--- src/rtl/adpll_tx_ser.sv ---
// Byte-wide transmit serializer for the ADPLL data_mod input: small FIFO in,
// LSB-first bit stream out, each bit held BIT_CYCLES reference clocks.
module adpll_tx_ser #(
    parameter int BIT_CYCLES = 32,
    parameter int FIFO_DEPTH = 4
) (
    input  logic       clk,
    input  logic       rst,
    input  logic       en,
    input  logic [1:0] adpll_mode,
    input  logic       channel_lock,
    input  logic [7:0] tx_data,
    input  logic       tx_last,
    input  logic       tx_valid,
    output logic       tx_ready,
    output logic       data_mod,
    output logic       bit_stb,
    output logic       tx_busy,
    output logic       err_lock,
    output logic       err_underrun,
    input  logic       err_clr,
    output logic [1:0] dbg_state
);
    localparam int AW = $clog2(FIFO_DEPTH);
    localparam int DW = $clog2(BIT_CYCLES);
    localparam logic [DW-1:0] DIV_LAST = DW'(BIT_CYCLES - 1);
    localparam logic [AW:0]   FULL_CNT = (AW + 1)'(FIFO_DEPTH);

    typedef enum logic [1:0] {
        IDLE = 2'd0,
        ARM  = 2'd1,
        SEND = 2'd2
    } state_t;

    state_t        state;
    logic [8:0]    mem [FIFO_DEPTH];
    logic [AW-1:0] wr_ptr;
    logic [AW-1:0] rd_ptr;
    logic [AW:0]   count;
    logic [7:0]    shreg;
    logic          cur_last;
    logic [2:0]    bit_idx;
    logic [DW-1:0] div;

    logic       fifo_empty;
    logic       fifo_full;
    logic       tx_ok;
    logic       abort;
    logic       byte_end;
    logic       flush;
    logic       push;
    logic       pop;
    logic [8:0] head;

    // Handshake: a byte is taken on any clock edge where tx_valid && tx_ready;
    // tx_ready is the only combinational output and never depends on tx_valid.
    assign tx_ready  = en && !fifo_full;
    assign dbg_state = state;

    always_comb begin
        fifo_empty = (count == '0);
        fifo_full  = (count == FULL_CNT);
        head       = mem[rd_ptr];
        tx_ok      = channel_lock && (adpll_mode == 2'd3);
        abort      = (state == SEND) && !(tx_ok && en);
        byte_end   = (state == SEND) && !abort && (div == DIV_LAST) && (bit_idx == 3'd7);
        flush      = !en || abort;
        push       = tx_valid && tx_ready && !flush;
        pop        = !flush && !fifo_empty &&
                     (((state == ARM) && tx_ok) || (byte_end && !cur_last));
    end

    always_ff @(posedge clk) begin
        if (push) mem[wr_ptr] <= {tx_last, tx_data};
    end

    always_ff @(posedge clk or negedge rst) begin
        if (!rst) begin
            wr_ptr <= '0;
            rd_ptr <= '0;
            count  <= '0;
        end else if (flush) begin
            wr_ptr <= '0;
            rd_ptr <= '0;
            count  <= '0;
        end else begin
            if (push) wr_ptr <= wr_ptr + 1'b1;
            if (pop) rd_ptr <= rd_ptr + 1'b1;
            if (push && !pop) count <= count + 1'b1;
            else if (pop && !push) count <= count - 1'b1;
        end
    end

    always_ff @(posedge clk or negedge rst) begin
        if (!rst) begin
            state        <= IDLE;
            shreg        <= '0;
            cur_last     <= 1'b0;
            bit_idx      <= '0;
            div          <= '0;
            data_mod     <= 1'b0;
            bit_stb      <= 1'b0;
            tx_busy      <= 1'b0;
            err_lock     <= 1'b0;
            err_underrun <= 1'b0;
        end else begin
            bit_stb <= 1'b0;
            // Clear first so that a set later in this block wins.
            if (err_clr) begin
                err_lock     <= 1'b0;
                err_underrun <= 1'b0;
            end
            case (state)
                IDLE: begin
                    data_mod <= 1'b0;
                    if (en && !fifo_empty) begin
                        state   <= ARM;
                        tx_busy <= 1'b1;
                    end
                end
                ARM: begin
                    if (!en) begin
                        state   <= IDLE;
                        tx_busy <= 1'b0;
                    end else if (pop) begin
                        state    <= SEND;
                        shreg    <= head[7:0];
                        cur_last <= head[8];
                        data_mod <= head[0];
                        bit_stb  <= 1'b1;
                        div      <= '0;
                        bit_idx  <= '0;
                    end
                end
                SEND: begin
                    if (abort) begin
                        state    <= IDLE;
                        tx_busy  <= 1'b0;
                        data_mod <= 1'b0;
                        div      <= '0;
                        bit_idx  <= '0;
                        if (en) err_lock <= 1'b1;
                    end else if (div != DIV_LAST) begin
                        div <= div + 1'b1;
                    end else if (bit_idx != 3'd7) begin
                        div      <= '0;
                        bit_idx  <= bit_idx + 3'd1;
                        data_mod <= shreg[1];
                        shreg    <= {1'b0, shreg[7:1]};
                        bit_stb  <= 1'b1;
                    end else if (pop) begin
                        // Next byte of the same frame starts with no gap.
                        shreg    <= head[7:0];
                        cur_last <= head[8];
                        data_mod <= head[0];
                        bit_stb  <= 1'b1;
                        div      <= '0;
                        bit_idx  <= '0;
                    end else begin
                        state    <= IDLE;
                        tx_busy  <= 1'b0;
                        data_mod <= 1'b0;
                        div      <= '0;
                        bit_idx  <= '0;
                        if (!cur_last) err_underrun <= 1'b1;
                    end
                end
                default: begin
                    state   <= IDLE;
                    tx_busy <= 1'b0;
                end
            endcase
        end
    end
endmodule

--- config.mk ---
export PLATFORM = sky130hd
export DESIGN_NAME = adpll_tx_ser
export DESIGN_NICKNAME = d
export VERILOG_FILES = /design/src/rtl/adpll_tx_ser.sv
export SDC_FILE = /design/constraint.sdc
export NUM_CORES = 1
export LEC_CHECK = 0
export CORE_MARGIN = 10
export CORE_UTILIZATION = 50
export CTS_BUF_LIST = sky130_fd_sc_hd__clkbuf_8
export CTS_CLUSTER_SIZE = 12
export DETAILED_ROUTE_END_ITERATION = 10
export PLACE_DENSITY = 0.7
export SETUP_SLACK_MARGIN = 0.2
export SYNTH_ARGS = -nofsm -noshare
export SYNTH_HDL_FRONTEND = slang
export SYNTH_SLANG_ARGS = --single-unit
--- constraint.sdc ---
create_clock -name clk -period 3 [get_ports clk]
set_input_delay 0.3 -clock clk [delete_from_list [all_inputs] [get_ports clk]]
set_output_delay 0.3 -clock clk [all_outputs]
set_load 0.03 [all_outputs]
# After elaboration in Yosys (flattened, before gate mapping)
# Memories as Yosys holds them, arrays and structs flattened.
# Cells that the tools add are included.
dict set report classes {
  addsub 6
  mux 71
  n_reduce_logical 41
  eq_ne 19
}
# cell n
set ops {}
lappend ops {{2-to-1 mux 8 bit} 5}
lappend ops {{2-to-1 mux 1 bit} 35}
lappend ops {{2-to-1 mux 3 bit} 8}
lappend ops {{2-to-1 mux 2 bit} 11}
lappend ops {{2-to-1 mux 5 bit} 4}
lappend ops {{logical AND 1 bit} 16}
lappend ops {{case mux 8 bit (2 select lines)} 1}
lappend ops {{inequality test 3 bit, second input constant} 5}
lappend ops {{AND reduction 5 bit} 3}
lappend ops {{inequality test 2 bit, second input constant} 7}
lappend ops {{AND reduction 4 bit} 3}
lappend ops {{case mux 5 bit (2 select lines)} 1}
lappend ops {{zero test 1 bit} 9}
lappend ops {{adder 3 x 1 -> 3 bit, second input constant} 2}
lappend ops {{equality test 3 bit, second input constant} 2}
lappend ops {{case mux 1 bit (3 select lines)} 2}
lappend ops {{case mux 2 bit (3 select lines)} 1}
lappend ops {{case mux 3 bit (2 select lines)} 1}
lappend ops {{nonzero test 2 bit} 3}
lappend ops {{nonzero test 3 bit} 2}
lappend ops {{adder 5 x 1 -> 5 bit, second input constant} 1}
lappend ops {{equality test 5 bit, second input constant} 1}
lappend ops {{inequality test 5 bit, second input constant} 1}
lappend ops {{adder 2 x 1 -> 2 bit, second input constant} 2}
lappend ops {{other kinds (8)} 11}
dict set report word_totals {
  memories 1
  wordCells 151
  output_inout_bits 8
  ff_bits 31
  ram_bits 36
  in_bits 17
}
# name words word_bits read_ports rd_ports_with_merged_regs write_ports line_no
set memory_table {}
lappend memory_table {mem 4 9 1 0 1 36} ;# logic [8:0] mem [FIFO_DEPTH];

# Longest topological paths before layout
# Gate-level depths: netlist (run 1).
dict set report depth {
  depth_word 17
  ltp_mapped 10
  mapped_depth_nobuf 10
}

# Worst setup path before layout (run 1)
# OpenSTA, ideal clock, no wires.
dict set report synth_timing {
  path_kind {register to register}
  startpoint {register div[0]}
  endpoint {register count[2]}
  path_slack_ps 440
  t_arrival_ps 2429
  path_buffers 0
  setup_ps 130
  path_stages_with_launch 11
  required_ps 2870
  period_less_slack_ps 2560
  cell_sequence {dfrtp_1 ha_1 and3_1 ha_1 nand4b_2 a211o_2 and3_1 fa_1 nor2b_1 a221oi_1 nor4_1}
}
dict set report synth_between {
  elab_chain_cells 10
  elab_cells_between_ends 12
  cone_classes {1 x eq/ne; 2 x mux; 9 x reduce/logical}
}
# item line_no
set synth_rtl {}
lappend synth_rtl {{start: declaration} 43} ;# logic [DW-1:0] div;
lappend synth_rtl {{start signal: assignment} 144} ;# div <= div + 1'b1;
lappend synth_rtl {{equality test 5 bit (*)} 66} ;# byte_end = (state == SEND) && !abort && (div == DIV_LAST) && (bit_idx == 3'd7);
lappend synth_rtl {{logical AND 1 bit (*) (2 in a row)} 66}
lappend synth_rtl {{logical AND 1 bit (*)} 70} ;# (((state == ARM) && tx_ok) || (byte_end && !cur_last));
lappend synth_rtl {{logical OR 1 bit (*)} 70}
lappend synth_rtl {{logical AND 1 bit (*)} 69} ;# pop = !flush && !fifo_empty &&
lappend synth_rtl {{zero test 1 bit} 89} ;# if (push && !pop) count <= count + 1'b1;
lappend synth_rtl {{logical AND 1 bit} 89}
lappend synth_rtl {{2-to-1 mux 3 bit} 89}
lappend synth_rtl {{2-to-1 mux 3 bit} 82} ;# end else if (flush) begin
lappend synth_rtl {{end signal: assignment} 89}
lappend synth_rtl {{end signal: assignment} 90} ;# else if (pop && !push) count <= count - 1'b1;
lappend synth_rtl {{end: declaration} 39} ;# logic [AW:0] count;
# Mark *: on every way between the ends. The rest lies on a longest branch, timed or not.
# A chain may end at the register's enable or synchronous reset.

# Final worst setup path (run 1)
dict set report layout_timing {
  startpoint {register div[1]}
  endpoint {register count[2]}
}
# Same word-level chain as after synthesis.

==> results of run 1 <==
==> per-layer routing <==
metal  up-vias  share of wire [%]  global-route usage, %
met5         -                  0                      0
met4         0                1.5                  3.749
met3         8                6.3                  5.517
met2        50                 48                  19.77
met1       991                 44                  14.58
li1        948                  -                      -
==> kinds of logic (layout without fill, tap and decap cells) <==
kind of cell / Yosys count / in the layout
AO/OA/AOI/OAI: 51 / 51
XOR/XNOR: 4 / 4
adder cells (fa/ha/maj): 13 / 13
buffers and inverters: 23 / 64
flip-flops: 66 / 66
multiplexers: 14 / 14
AND/OR/NAND/NOR: 64 / 64
==> worst max path at each step <==
stage / start / to / slack [ps] / depth (start not counted)
after global routing: div[1] / count[2] / 260 / 10
after CTS: div[0] / count[2] / 210 / 10
final: div[1] / count[2] / 360 / 10
after global placement: div[0] / count[2] / 320 / 10
after floorplan: div[0] / count[2] / 440 / 10
after detailed placement: div[0] / count[2] / 260 / 10
==> cells in the mapped netlist (all sizes together), types with 5 or more instances <==
master / n
and3: 8
nor2: 16
edfxtp: 36
o21ai: 8
a21oi: 12
dfrtp: 30
o22ai: 10
inv: 17
ha: 12
buf: 5
mux4: 9
nand3: 5
nand2: 17
==> layout make-up <==
| class | count | area, um2 | area share (%) |
|---|---|---|---|
| tap | 75 | 93.84 | 2.559 |
| clock inverter | 7 | 85.08 | 2.320 |
| clock buffer | 9 | 123.9 | 3.378 |
| timing repair buffer | 31 | 292.8 | 7.984 |
| inverter | 17 | 63.81 | 1.740 |
| multi-input combinational | 146 | 1176 | 32.07 |
| sequential | 66 | 1832 | 49.95 |
==> power by group through the flow <==
stage / logic [mW] / registers, mW / clock network (mW)
after floorplan: 0.299 / 1.17 / 0
after global placement: 0.469 / 1.15 / 0
after detailed placement: 0.479 / 1.15 / 0
after CTS: 0.484 / 1.13 / 0.797
after global routing: 0.541 / 1.15 / 0.839
final: 0.485 / 1.13 / 0.779
==> critical path, stage by stage (launching register included) <==
cell and delay, ps:
sky130_fd_sc_hd__dfrtp_1 380, sky130_fd_sc_hd__ha_1 200, sky130_fd_sc_hd__and3_1 170, sky130_fd_sc_hd__ha_1 200, sky130_fd_sc_hd__nand4b_4 140, sky130_fd_sc_hd__a211o_4 400, sky130_fd_sc_hd__and3_1 170, sky130_fd_sc_hd__fa_2 360
sky130_fd_sc_hd__nor2b_1 160, sky130_fd_sc_hd__a221oi_2 270, sky130_fd_sc_hd__nor4_1 80
==> sequential cells by signal (all words and copies together), names as in the netlist <==
register / cells
mem: 36
rd_ptr: 2
div: 5
err_lock: 1
bit_idx: 3
tx_busy: 1
err_underrun: 1
cur_last: 1
count: 3
wr_ptr: 2
dbg_state: 2
shreg: 7
data_mod: 1
bit_stb: 1
==> stage by stage <==
stage	power, mW	area [um2]	std cells
after floorplan	1.467	3078	235
after global placement	1.617	3426	334
after detailed placement	1.629	3426	334
after CTS	2.414	3642	350
after global routing	2.526	3667	351
final	2.399	3667	351
==> cells in the final DEF (no fill, tap or decap), types with 2 or more instances in the layout <==
cell                              synthesis  final
sky130_fd_sc_hd__mux2i_1                  3      3
sky130_fd_sc_hd__o31ai_1                  3      3
sky130_fd_sc_hd__clkbuf_8                 0      9
sky130_fd_sc_hd__inv_1                   17     17
sky130_fd_sc_hd__clkinv_4                 0      2
sky130_fd_sc_hd__a21oi_1                 12     12
sky130_fd_sc_hd__nand2_1                 17     17
sky130_fd_sc_hd__o22ai_1                 10     10
sky130_fd_sc_hd__nor3b_1                  3      3
sky130_fd_sc_hd__edfxtp_1                36     36
sky130_fd_sc_hd__nand2b_1                 3      3
sky130_fd_sc_hd__and3_1                   8      8
sky130_fd_sc_hd__xnor2_1                  3      3
sky130_fd_sc_hd__nor2_1                  16     16
sky130_fd_sc_hd__clkdlybuf4s50_1          0     24
sky130_fd_sc_hd__o21ai_0                  8      8
sky130_fd_sc_hd__a21boi_0                 2      2
sky130_fd_sc_hd__dfrtp_1                 30     30
sky130_fd_sc_hd__a22o_1                   2      2
sky130_fd_sc_hd__mux4_2                   9      9
sky130_fd_sc_hd__mux2_2                   2      2
sky130_fd_sc_hd__nor4b_1                  2      2
sky130_fd_sc_hd__ha_1                    12     12
sky130_fd_sc_hd__buf_4                    1      7
sky130_fd_sc_hd__nand3b_1                 2      2
sky130_fd_sc_hd__inv_6                    0      3
sky130_fd_sc_hd__nand3_1                  4      4
sky130_fd_sc_hd__or3_1                    2      2
==> what timing repair did <==
item                       CTS  global route
gates resized for setup      1             3
buffers inserted             0             1
setup endpoints to repair    1             1
==> impl_metrics.ini, run 1 <==
[yosys]
netlist_instances = 235
synth.area.mux_share_pct = 8.293
yosysSeqAreaShare_pct = 59.51
post_synth_and_or_nand_nor_area_fraction_pct = 11.06
synth_top_cell_area_share_pct = 35.12
synth_compound_gate_area_share_pct = 11.38
postSynthAreaPerCell_um2 = 13.10
ys_types = 49
synth_fa_ha_area_share_pct = 5.528
syn-num-nets = 265
synth_area_leader_cell = sky130_fd_sc_hd__edfxtp_1
synth_top_family_by_area = compound AO/OA/AOI/OAI gates
ys.warnings.count = 0
syn-cell-area_um2 = 3078
synth_seq_cells = 66
synth_flop_cell = sky130_fd_sc_hd__edfxtp_1
yosys.area_share.xor_xnor_pct = 1.138
synth_enable_flop_cells = 36
synth.area.top_cells = sky130_fd_sc_hd__edfxtp_1 (35%), sky130_fd_sc_hd__dfrtp_1 (24%), sky130_fd_sc_hd__mux4_2 (6.6%), sky130_fd_sc_hd__ha_1 (4.9%), sky130_fd_sc_hd__inv_1 (2.1%)
synth-async-reset-ratio_pct = 45.45

[timing]
final-setup-viol-count = 0
setup_slack_ps = 361.4
hold_ws_ps = 342.5
rsz0062_at_grt = no
layout_min_cycle_time_ps = 2639
report.final.hold_viol_count = 0
timing_worst_slew_pin_value_ps = 656.8
finalClockSkew_ps = 8.293
max_freq_mhz = 379.0
fin_setup_tns_ps = 0
final_min_period_over_clock_period_pct = 87.95
finalMaxSlewViolations = 0
max_slew_margin_pct = 55.95

[layout]
finalCoreUtilization_pct = 61.58
areaGrowthSynthToFinish_pct = 19.15
n_antenna_cell = 0
fill_cells = 466
finalNetCount = 301
drive_gt1_share_pct = 15.58

[clock_network]
cts_inserted_buffers = 9
cts_buffer_depth = 2
tritoncts = yes
htree_num_levels = 3
path_clk_slew_ps = 80
cts-hold-fix-buffers = 0
ctsRootBufferMaster = sky130_fd_sc_hd__clkbuf_8
tritoncts_num_sinks = 66
clk-insertion-delay-late_ps = 350

[power]
power_frac_seq_pct = 47.3
power_switching_share_pct = 29.86
power.density_cell_area_nw_per_um2 = 654.0
static-leakage-power_nw = 1.461
clkPwrFrac_pct = 32.5
intPower_mw = 1.682
vdd_ir_drop_max_mv = 0.4602
combinational_share_of_power_pct = 20.2
power.switching_uw = 716.3

[route]
drc = 0
routedWlPerCell_um = 16.70
vias = 1997
drt-vias-per-instance = 5.689
drtPass1Iterations = 4
route.final.wire_length_um = 5860
postRouteAntennaNets = 0
drt_iter0_drc = 100

[placed_design]
gp_routability_congestion = 0.8202
dp.final_hpwl_um = 4078
pre_cts_ws_ps = 256.5
port_buffers = 24

[grt]
number_of_global_route_vias_before_repair = 1988
grt_antenna_before_repair = 0
overflow_after_grt = 0
grt_max_degree = 31
grt_first_pass_wirelength_um = 9735
grt_util_all_layers_pct = 12.33

[worst_setup_path]
reg2reg_setup_slack_ps = 360
crit_type = register to register
reg2reg_depth = 10
maximum_fanout_encountered_on_the_critical_timing_path = 6
kind_of_start_point_of_the_critical_path = register
crit_path_end_kind = register
critical_path.reg2reg.endpoint = count[2]
worst_path_arrival_time_ps = 2860
critical_path.reg2reg.startpoint = div[1]
worstPathRequired_ps = 3220

[floorplanning]
die_w_um = 98.46
floorplan.initialDensity_pct = 51.68
area_of_the_core_region_um2 = 5956
floorplan_die_area_um2 = 9694
rows = 28
ios = 25
die_h_um = 98.46

[hold_path]
timing.hold.worst.class = input pin to async pin

[status]
run_status = finished, final reports clean

[run]
cap_violations = 0
Note: power is estimated with default switching activity, not from simulation.
==> run 2: changes to the inputs <==
--- a/config.mk
+++ b/config.mk
@@ -10,7 +10,7 @@
 export CTS_BUF_LIST = sky130_fd_sc_hd__clkbuf_8
 export CTS_CLUSTER_SIZE = 12
 export DETAILED_ROUTE_END_ITERATION = 10
-export PLACE_DENSITY = 0.7
+export PLACE_DENSITY = 0.79
 export SETUP_SLACK_MARGIN = 0.2
 export SYNTH_ARGS = -nofsm -noshare
 export SYNTH_HDL_FRONTEND = slang
==> run 2 against run 1 <==
  * Utilization rose by 0.50 points
  * Global-route usage increased by 0.066 points
  * Final area grew 0.82%
  * Non-clock buffer count unchanged
  * Final cell count unchanged
  * Via count fell by 0.65%
  * Die area stayed put
  * Sequential power barely moved
  * Flip-flop and latch count is the same
  * First-iteration DRC count up 14%
==> impl_metrics.ini, run 2 (synthesis results as in run 1) <==
[status]
run_status = finished, final reports clean

[timing]
rsz0062_at_grt = no
finalMaxSlewViolations = 0
layout_min_cycle_time_ps = 2671
fin_setup_tns_ps = 0
report.final.hold_viol_count = 0
finalClockSkew_ps = 4.219
max_freq_mhz = 374.4
final_min_period_over_clock_period_pct = 89.03
timing_worst_slew_pin_value_ps = 634.9
final-setup-viol-count = 0
max_slew_margin_pct = 57.42

[clock_network]
clk-insertion-delay-late_ps = 340
path_clk_slew_ps = 70
cts_inserted_buffers = 9
tritoncts_num_sinks = 66
cts-hold-fix-buffers = 0
ctsRootBufferMaster = sky130_fd_sc_hd__clkbuf_8
htree_num_levels = 3
tritoncts = yes
cts_buffer_depth = 2

[grt]
grt_max_degree = 31
grt_util_all_layers_pct = 12.40
overflow_after_grt = 0
grt_antenna_before_repair = 0
number_of_global_route_vias_before_repair = 1965
grt_first_pass_wirelength_um = 9653

[power]
static-leakage-power_nw = 1.469
power.total_mw = 2.524
vdd_ir_drop_max_mv = 0.4334
power.density_cell_area_nw_per_um2 = 682.6

[route]
drt_iter0_drc = 114
drt-vias-per-instance = 5.652
drc = 0
routedWlPerCell_um = 16.42
drtPass1Iterations = 4
route.final.wire_length_um = 5765
postRouteAntennaNets = 0
vias = 1984

[layout]
layout.cells.most_common_list = sky130_fd_sc_hd__edfxtp_1 (36), sky130_fd_sc_hd__dfrtp_1 (30), sky130_fd_sc_hd__clkdlybuf4s50_1 (24)
most_common_cell_after_layout_fill_and_taps_aside = sky130_fd_sc_hd__edfxtp_1
finalNetCount = 301
largest_register_ffs = 36
drive_gt1_share_pct = 15.22
fill_cells = 479
n_antenna_cell = 0
top_regs = mem: 36 flops, shreg: 7 flops, div: 5 flops
layout.cell_area.non_filler_um2 = 3697
areaGrowthSynthToFinish_pct = 20.12
top_register = mem

[worst_setup_path]
critical_path.reg2reg.startpoint = div[0]
critical_path.reg2reg.endpoint = count[2]
worst_path_arrival_time_ps = 2890
critPathMostFrequentCell = sky130_fd_sc_hd__and3_1
timing.critical_path.cells = ha_1 -> and3_1 -> ha_2 -> nand4b_4 -> a211o_4 -> and3_1 -> fa_2 -> nor2b_1 -> a221oi_1 -> nor4_1
reg2reg_depth = 10
crit_path_end_kind = register
crit_type = register to register
critPathMaxStageDelay_ps = 390
kind_of_start_point_of_the_critical_path = register
crit_path_top_delay_cell = sky130_fd_sc_hd__dfrtp_1
worstPathRequired_ps = 3220
reg2reg_setup_slack_ps = 330
maximum_fanout_encountered_on_the_critical_timing_path = 6

[hold_path]
timing.hold.worst.class = input pin to async pin

[placed_design]
place_area_um2 = 3426
dp.final_hpwl_um = 4061
port_buffers = 24
gp_routability_congestion = 0.8706

[floorplanning]
floorplan.initialDensity_pct = 51.68
area_of_the_core_region_um2 = 5956
rows = 28
die_w_um = 98.46
floorplan_die_area_um2 = 9694
die_h_um = 98.46
ios = 25

[run]
cap_violations = 0
==> run 2: cell count changes in the layout (fill, tap and decap cells not counted), sizes merged <==
cell      before  now
bufinv         1    3
clkinvlp       0    1
inv           21   18
==> run 2: worst max-delay path by stage <==
stage	cells past startpoint	startpoint	endpoint
6_report	10	div[0]	count[2]
5_1_grt	10	div[0]	count[2]
4_1_cts	10	div[0]	count[2]
3_5_place_dp	10	div[0]	count[2]
3_3_place_gp	10	div[0]	count[2]
2_1_floorplan	10	div[0]	count[2]
==> run 2: through the flow <==
| step | hold WS (ps) | utilization (%) | worst slack, ps | std cells |
|---|---|---|---|---|
| after detailed placement | 484.1 | 57.52 | 260.0 | 334 |
| after global placement | 477.2 | 57.52 | 331.1 | 334 |
| after floorplan | 4.409 | - | 440.4 | 235 |
| after CTS | 356.7 | 61.60 | 244.9 | 350 |
| after global routing | 365.4 | 62.08 | 236.3 | 351 |
| final | 344.5 | 62.08 | 329.2 | 351 |
==> run 2: repair_timing <==
action | in CTS | in global routing
buffers inserted | 0 | 1
gates resized for setup | 0 | 4
endpoints found under the hold margin | 0 | 0
endpoints found under the setup margin | 0 | 2
==> run 2: layout make-up <==
cell class	count	area (um2)	share of cell area [%]
clock inverter	7	118.9	3.215
inverter	17	63.81	1.726
multi-input combinational	146	1172	31.71
sequential	66	1832	49.54
tap	75	93.84	2.538
timing repair buffer	31	292.8	7.919
clock buffer	9	123.9	3.350
==> run 2: per-layer routing <==
| metal | up-vias | global-route usage, % | share of wire [%] | routed length, um |
|---|---|---|---|---|
| li1 | 946 | - | - | - |
| met1 | 989 | 15.02 | 44 | 2529 |
| met2 | 40 | 19.57 | 49 | 2844 |
| met3 | 9 | 5.028 | 5.5 | 318 |
| met4 | 0 | 4.300 | 1.3 | 73 |
| met5 | - | 0 | 0 | 0 |
==> run 2: power by group <==
part | switching, mW | internal [mW]
logic | 0.270 | 0.221
clock network | 0.347 | 0.551
registers | 0.0733 | 1.06
total | 0.690 | 1.83
==> run 2: critical path: cells and delay by family (launching register included) <==
kind	cells	cell delay, ps
AOI/OAI and AO/OA	2	670
adders and majority gates	3	760
DFF	1	390
and+or+nand+nor	5	720
